## src/rtl/fifo_pkg.sv

```systemverilog
`default_nettype none
// =============================================================================
// Module      : fifo_pkg
// Description : Pointer types and Gray/binary conversions shared by both FIFO
//               pointer controllers.
// Revision    : 1.0  initial release
// =============================================================================
package fifo_pkg;

   localparam int c_addr_width = 3;
   localparam int c_wide_w     = 32;

   typedef logic [c_addr_width:0] ptr_t;
   typedef logic [c_wide_w-1:0]   ptr_wide_t;

   // Conversions run at a fixed wide width so any pointer width can use them
   // after zero extension; leading zeros leave the low bits unaffected.
   function automatic ptr_wide_t bin2gray(input ptr_wide_t b);
      return b ^ (b >> 1);
   endfunction

   function automatic ptr_wide_t gray2bin(input ptr_wide_t g);
      ptr_wide_t b;
      b[c_wide_w-1] = g[c_wide_w-1];
      for (int i = c_wide_w - 2; i >= 0; i--) begin
         b[i] = b[i+1] ^ g[i];
      end
      return b;
   endfunction

endpackage
`default_nettype wire

```

## src/rtl/fifo_gray_ptr.sv

```systemverilog
`default_nettype none
// =============================================================================
// Module      : fifo_gray_ptr
// Description : Registered binary + Gray pointer with increment enable.
// Revision    : 1.0  initial release
// =============================================================================
module fifo_gray_ptr
   import fifo_pkg::*;
#(
   parameter int ADDR_WIDTH = 3
) (
   input  logic                  i_clk,
   input  logic                  i_rst_n,
   input  logic                  i_inc,
   output logic [ADDR_WIDTH:0]   o_bin,
   output logic [ADDR_WIDTH:0]   o_bin_next,
   output logic [ADDR_WIDTH:0]   o_gray,
   output logic [ADDR_WIDTH:0]   o_gray_next
);

   logic [ADDR_WIDTH:0] r_bin;
   logic [ADDR_WIDTH:0] r_gray;
   logic [ADDR_WIDTH:0] w_bin_next;
   logic [ADDR_WIDTH:0] w_gray_next;
   ptr_wide_t           w_gray_wide;
   logic                w_unused_gray_hi;

   assign w_bin_next       = r_bin + {{ADDR_WIDTH{1'b0}}, i_inc};
   assign w_gray_wide      = bin2gray(ptr_wide_t'(w_bin_next));
   assign w_gray_next      = w_gray_wide[ADDR_WIDTH:0];
   assign w_unused_gray_hi = ^w_gray_wide[c_wide_w-1:ADDR_WIDTH+1];

   always_ff @(posedge i_clk or negedge i_rst_n) begin
      if (!i_rst_n) begin
         r_bin  <= '0;
         r_gray <= '0;
      end else begin
         r_bin  <= w_bin_next;
         r_gray <= w_gray_next;
      end
   end

   assign o_bin       = r_bin;
   assign o_bin_next  = w_bin_next;
   assign o_gray      = r_gray;
   assign o_gray_next = w_gray_next;

endmodule
`default_nettype wire

```

## src/rtl/fifo_rd_ctrl.sv

```systemverilog
`default_nettype none
// =============================================================================
// Module      : fifo_rd_ctrl
// Description : Async FIFO read-side controller: pointers, empty/level flags
//               and a registered first-word-fall-through output stage.
// Revision    : 1.0  initial release
// =============================================================================
module fifo_rd_ctrl
   import fifo_pkg::*;
#(
   parameter int DATA_WIDTH    = 8,
   parameter int ADDR_WIDTH    = 3,
   parameter int AEMPTY_THRESH = 1
) (
   input  logic                  i_rclk,
   input  logic                  i_rrst_n,
   input  logic [ADDR_WIDTH:0]   i_rq2_wptr,
   output logic [ADDR_WIDTH-1:0] o_raddr,
   input  logic [DATA_WIDTH-1:0] i_rdata,
   output logic [ADDR_WIDTH:0]   o_rptr,
   output logic                  o_rempty,
   output logic                  o_raempty,
   output logic [ADDR_WIDTH:0]   o_rlevel,
   output logic [DATA_WIDTH-1:0] o_rdata,
   output logic                  o_rvalid,
   input  logic                  i_rready
);

   localparam logic [ADDR_WIDTH:0] c_aempty_thresh = (ADDR_WIDTH+1)'(AEMPTY_THRESH);

   logic                  r_rempty;
   logic                  r_raempty;
   logic [ADDR_WIDTH:0]   r_rlevel;
   logic [DATA_WIDTH-1:0] r_rdata;
   logic                  r_rvalid;

   logic                  w_pop;
   logic [ADDR_WIDTH:0]   w_rbin;
   logic [ADDR_WIDTH:0]   w_rbin_next;
   logic [ADDR_WIDTH:0]   w_rgray_next;
   ptr_wide_t             w_wbin_wide;
   logic [ADDR_WIDTH:0]   w_wbin;
   logic [ADDR_WIDTH:0]   w_level_next;
   logic                  w_unused_wbin_hi;
   logic                  w_unused_rbin_msb;

   // Refill the output stage whenever it is empty or being drained this cycle.
   assign w_pop = ~r_rempty & (~r_rvalid | i_rready);

   fifo_gray_ptr #(
      .ADDR_WIDTH (ADDR_WIDTH)
   ) u_rptr (
      .i_clk       (i_rclk),
      .i_rst_n     (i_rrst_n),
      .i_inc       (w_pop),
      .o_bin       (w_rbin),
      .o_bin_next  (w_rbin_next),
      .o_gray      (o_rptr),
      .o_gray_next (w_rgray_next)
   );

   assign o_raddr           = w_rbin[ADDR_WIDTH-1:0];
   assign w_unused_rbin_msb = w_rbin[ADDR_WIDTH];

   // Modulo subtraction absorbs the pointer wrap; a full memory yields 2**ADDR_WIDTH.
   assign w_wbin_wide      = gray2bin(ptr_wide_t'(i_rq2_wptr));
   assign w_wbin           = w_wbin_wide[ADDR_WIDTH:0];
   assign w_unused_wbin_hi = ^w_wbin_wide[c_wide_w-1:ADDR_WIDTH+1];
   assign w_level_next     = w_wbin - w_rbin_next;

   always_ff @(posedge i_rclk or negedge i_rrst_n) begin
      if (!i_rrst_n) begin
         r_rempty  <= 1'b1;
         r_raempty <= 1'b1;
         r_rlevel  <= '0;
         r_rvalid  <= 1'b0;
         r_rdata   <= '0;
      end else begin
         r_rempty  <= (w_rgray_next == i_rq2_wptr);
         r_rlevel  <= w_level_next;
         r_raempty <= (w_level_next <= c_aempty_thresh);
         if (w_pop) begin
            r_rdata  <= i_rdata;
            r_rvalid <= 1'b1;
         end else if (r_rvalid && i_rready) begin
            r_rvalid <= 1'b0;
         end
      end
   end

   assign o_rempty  = r_rempty;
   assign o_raempty = r_raempty;
   assign o_rlevel  = r_rlevel;
   assign o_rdata   = r_rdata;
   assign o_rvalid  = r_rvalid;

endmodule
`default_nettype wire

```

## config.mk

```make
export PLATFORM = sky130hd
export DESIGN_NAME = fifo_rd_ctrl
export DESIGN_NICKNAME = d
export VERILOG_FILES = /design/src/rtl/fifo_pkg.sv /design/src/rtl/fifo_gray_ptr.sv /design/src/rtl/fifo_rd_ctrl.sv
export SDC_FILE = /design/constraint.sdc
export NUM_CORES = 1
export LEC_CHECK = 0
export CAP_MARGIN = 20
export CORE_ASPECT_RATIO = 1.25
export CORE_MARGIN = 3
export CORE_UTILIZATION = 43
export DETAILED_ROUTE_END_ITERATION = 6
export HOLD_SLACK_MARGIN = 0.06
export PLACE_DENSITY = 0.86
export SLEW_MARGIN = 20
export SYNTH_ARGS = -nofsm -noshare
export SYNTH_HDL_FRONTEND = slang
export SYNTH_HIERARCHICAL = 1
export SYNTH_SLANG_ARGS = --single-unit
```

## constraint.sdc

```tcl
create_clock -name i_rclk -period 3.3 [get_ports i_rclk]
set_input_delay 0.99 -clock i_rclk [delete_from_list [all_inputs] [get_ports i_rclk]]
set_output_delay 0.99 -clock i_rclk [all_outputs]
set_load 0.02 [all_outputs]
```

# Yosys cells after proc, flatten, opt, wreduce, memory -nomap -nowiden
# Cells that the tools add are included.
# totals
regBits	23
output_inout_bits	22
wordCells	23
# op_classes
add_sub_neg	2
magnitude_cmp	1
eq_ne	1
mux	2
bitwise	8
reduce_logical	2
# op_table
operator	count
$add A4 B1 Y4	1
$eq A4 B4 Y1	1
$le A4 B1 Y1 const B	1
$sub A4 B4 Y4	1
$xor A4 B3 Y4	1
$xor A1 B1 Y1	3
$mux W1	2
$not A1 Y1	2
$reduce_bool A2 Y1	1
$and A1 B1 Y1	1
$logic_and A1 B1 Y1	1
$or A1 B1 Y1	1

# Logic depth before layout (Yosys ltp)
# depth
depth_word	6
depth_mapped	10

# Cells and area by module
# Netlist, hierarchy kept.
# by_module_without_submodules
module	n_inst	cells_per_inst	area_each_um2
fifo_rd_ctrl	1	51	700.7
fifo_gray_ptr	1	19	284.0

# Least setup slack after synthesis
# No wires, ideal clock.
# synth_timing
kind	input-to-reg
start	input i_rready
end	register r_raempty (netlist: o_raempty)
setup_time_ns	0.089
arrival_time_ns	2.916
required_time_ns	3.211
path_slack_ns	0.295
stages	10
path_cell_list	inv_1 > a21oi_2 > ha_1 > ha_1 > xor2_1 > inv_1 > ha_1 > a21oi_1 > nand3_1 > a211oi_1
# synth_via
elab_chain_cells	5
# synth_rtl
element	line_no	rtl
start, declared	fifo_rd_ctrl.sv:26	input logic i_rready
$or A1 B1 Y1	fifo_rd_ctrl.sv:48	assign w_pop = ~r_rempty & (~r_rvalid | i_rready);
$and A1 B1 Y1	fifo_rd_ctrl.sv:48	
named net w_pop	fifo_rd_ctrl.sv:37	logic w_pop;
$add A4 B1 Y4	fifo_gray_ptr.sv:28	assign w_bin_next = r_bin + {{ADDR_WIDTH{1'b0}}, i_inc};
named net w_rbin_next[2]	fifo_rd_ctrl.sv:39	logic [ADDR_WIDTH:0] w_rbin_next;
$sub A4 B4 Y4	fifo_rd_ctrl.sv:69	assign w_level_next = w_wbin - w_rbin_next;
$le A4 B1 Y1	fifo_rd_ctrl.sv:81	r_raempty <= (w_level_next <= c_aempty_thresh);
end signal, assigned	fifo_rd_ctrl.sv:81	
end, declared	fifo_rd_ctrl.sv:32	logic r_raempty;
# The timed path passes the listed nets, and every way through them passes these cells.
# A chain may end at the register's enable or synchronous reset.

# Final worst setup path
# Ends and elaborated chain as after synthesis.

==> out/metrics.csv <==
stage,metric,value,unit
outcome,outcome,completed,
clock_tree,h-tree-depth,1,
min_path,holdCritStartpoint,o_rempty,
power,power.density,970.2,nW/µm²
critical_path,worst_setup_path_end_kind,flop,
detailed_routing,num_vias,680,
detailed_routing,drt-pass1-iter-count,2,
yosys,synth_area_leaders,"dfrtp_1, mux2_2, xor2_1",
power,ir_drop,521.5,µV
cells_and_area,antennaDiodeCount,0,
yosys,yosysMostFrequentCell,dfrtp_1,
critical_path,crit_type,in2reg,
yosys,yosysSeqAreaShare,56.16,%
detailed_routing,viasPerCell,4.722,
floorplan,rows,18,
yosys,async_reset_ff_share,100.0,%
critical_path,start_kind,primary input,
yosys,syn_inst,70,
clock_tree,clockBufferDepth,2,
place,numPortBuffers,36,
global_route,grt_pass1_wl,3022,µm
sta,period_share,94.03,%
detailed_routing,post_drt_wl_per_cell,12.68,µm
place,gp_congestion,0.8112,
yosys,ys_warn_count,6,
power,p_leak,0.6392,nW
sta,whs,0.4852,ns
detailed_routing,ant_nets,0,
sta,slew_headroom,78.08,%
floorplan,ios,37,
global_route,first_global_vias,649,
floorplan,die_h,59.50,µm
yosys,synth_area,984.7,µm²
clock_tree,cts_tree,built,
yosys,ys_types,20,
critical_path,cp_data_arrival_time,3.34,ns
critical_path,r2r-start,o_rempty,
clock_tree,clkTransAtPathRegs,0.12,ns
floorplan,die_x,48.80,µm
floorplan,core_area,2072,µm²
clock_tree,cts_repair_resize_count,0,
cells_and_area,nets,136,
yosys,synthTopCellsByCount,"dfrtp_1, xor2_1, mux2_2",
sta,finClkSkew,0.002672,ns
yosys,synth-main-ff-cell,dfrtp_1,
sta,timing.fmax,322.3,MHz
sta,grt_setup_unrepaired,no,
clock_tree,ctsHoldBuffers,0,
detailed_routing,totalWireLength,1826,µm
sta,finalMaxSlewViolations,0,
floorplan,dieArea,2904,µm²
clock_tree,post_cts_buffers,0,
cells_and_area,final_layout_size_suffix_gt1_share,21.05,%
run,maxCapViolCount,0,
yosys,netlist.area_leader.share,50.83,%
clock_tree,cts_buffers,3,
detailed_routing,drt_iter0_drc,2,
detailed_routing,drcViolationCount,0,
yosys,syn_avg_cell_area,14.07,µm²
clock_tree,cts_root_buf,clkbuf_4,
critical_path,path_max_fanout,3,
yosys,synth_edf_count,0,
global_route,grt_max_degree,23,
yosys,yosys.area.top_type,dfrtp_1,
min_path,hold_path_class,reg2reg,
sta,period_needed,3.103,ns
power,total_power,0.001421,W
sta,finalHoldViolCount,0,
floorplan,initial_core_util,47.52,%
yosys,ys_ff_latch,22,
place,dp_hpwl,1484,µm
clock_tree,cts_sinks,22,
yosys,synthesis.nets,91,
global_route,antenna_found_initial,0,
global_route,overflow,0,
clock_tree,insertion_delay,0.32,ns
sta,worst_slew_pin_slew,0.3264,ns
cells_and_area,syn_to_final_growth,48.79,%
sta,setup_violations,0,
critical_path,crit_start,i_rready,
global_route,grt_usage,14.31,%
critical_path,cp.required,3.54,ns
[stage by stage]
| step | setup TNS, ns | utilization [%] | cell area [µm²] | worst slack (ns) | std cells |
|---|---|---|---|---|---|
| detailed placement | -0.2182 | 68.18 | 1413 | -0.1530 | 140 |
| floorplan | 0 | - | 984.7 | 0.2947 | 70 |
| global route | 0 | 70.71 | 1465 | 0.07632 | 144 |
| global placement | 0 | 68.18 | 1413 | 0.009994 | 140 |
| CTS | 0 | 70.71 | 1465 | 0.1852 | 144 |
| finish | 0 | 70.71 | 1465 | 0.1969 | 144 |
[layout by cell type (no fill, tap or decap), types with 2 or more instances in the layout]
cell type / instances
clkdlybuf4s50_1: 36
dfrtp_1: 20
xor2_1: 9
mux2_2: 8
inv_1: 6
buf_4: 6
ha_1: 5
xnor2_1: 4
clkbuf_4: 3
xor2_2: 2
nand3_1: 2
dfstp_2: 2
[routing by layer]
layer	part of all wire (%)	wire, µm	GRT usage, %
met3	6.2	113	2.519
met1	40	725	14.87
met2	51	924	25.24
met4	3.5	63	12.20
met5	0	0	0
[area by class of cell]
cell class | instances | area, µm²
Fill cell | 168 | 606.8
Clock buffer | 3 | 22.52
Multi-Input combinational cell | 40 | 394.1
Sequential cell | 22 | 553.0
Clock inverter | 1 | 30.03
Inverter | 6 | 22.52
Tap cell | 30 | 37.54
Timing Repair Buffer | 42 | 405.4
[registers in the layout, indices dropped and copies added (netlist names)]
register / cells
o_rdata: 8
o_rlevel: 4
u_rptr/o_bin: 4
u_rptr/o_gray: 3
o_raempty: 1
o_rempty: 1
o_rvalid: 1
[cells by family (layout without fill, tap and decap cells)]
logic type,count (synthesis),count (layout),share of synthesized area [%]
flip-flops,22,22,56.16
XOR/XNOR,15,15,14.87
multiplexers,8,8,9.149
buffers and inverters,8,52,3.811
adder cells (fa/ha/maj),6,6,8.386
AO/OA/AOI/OAI,6,6,4.574
AND/OR/NAND/NOR,5,5,3.051
[worst max-delay path: stages]
cell and delay [ns]:
clkdlybuf4s50_1 0.47, inv_1 0.05, a21oi_2 0.16, ha_1 0.20, ha_1 0.19, xor2_1 0.29, inv_1 0.09, ha_1 0.35
a21oi_1 0.18, nand3_1 0.11, a211oi_1 0.26
[where the power goes]
part	internal [W]	total [W]	switching [W]	leakage [nW]
registers	0.000377	0.000425	0.0000486	0.251
clock network	0.000123	0.000207	0.0000843	0.0279
logic	0.000379	0.000789	0.000409	0.360
total	0.000879	0.00142	0.000542	0.639
[path summary, 6_finish.rpt]
check | cells after the start | slack, ns | endpoint
max in group asynchronous | 2 | 2.02 | o_raempty
min in group asynchronous | 2 | 1.00 | o_rdata[3]
worst min-delay path | 1 | 0.49 | o_rvalid
worst max register to register | 9 | 0.91 | o_raempty
worst min register to register | 1 | 0.49 | o_rvalid
worst max-delay path | 11 | 0.20 | o_raempty
No activity file was read; power rests on OpenSTA's default activity.
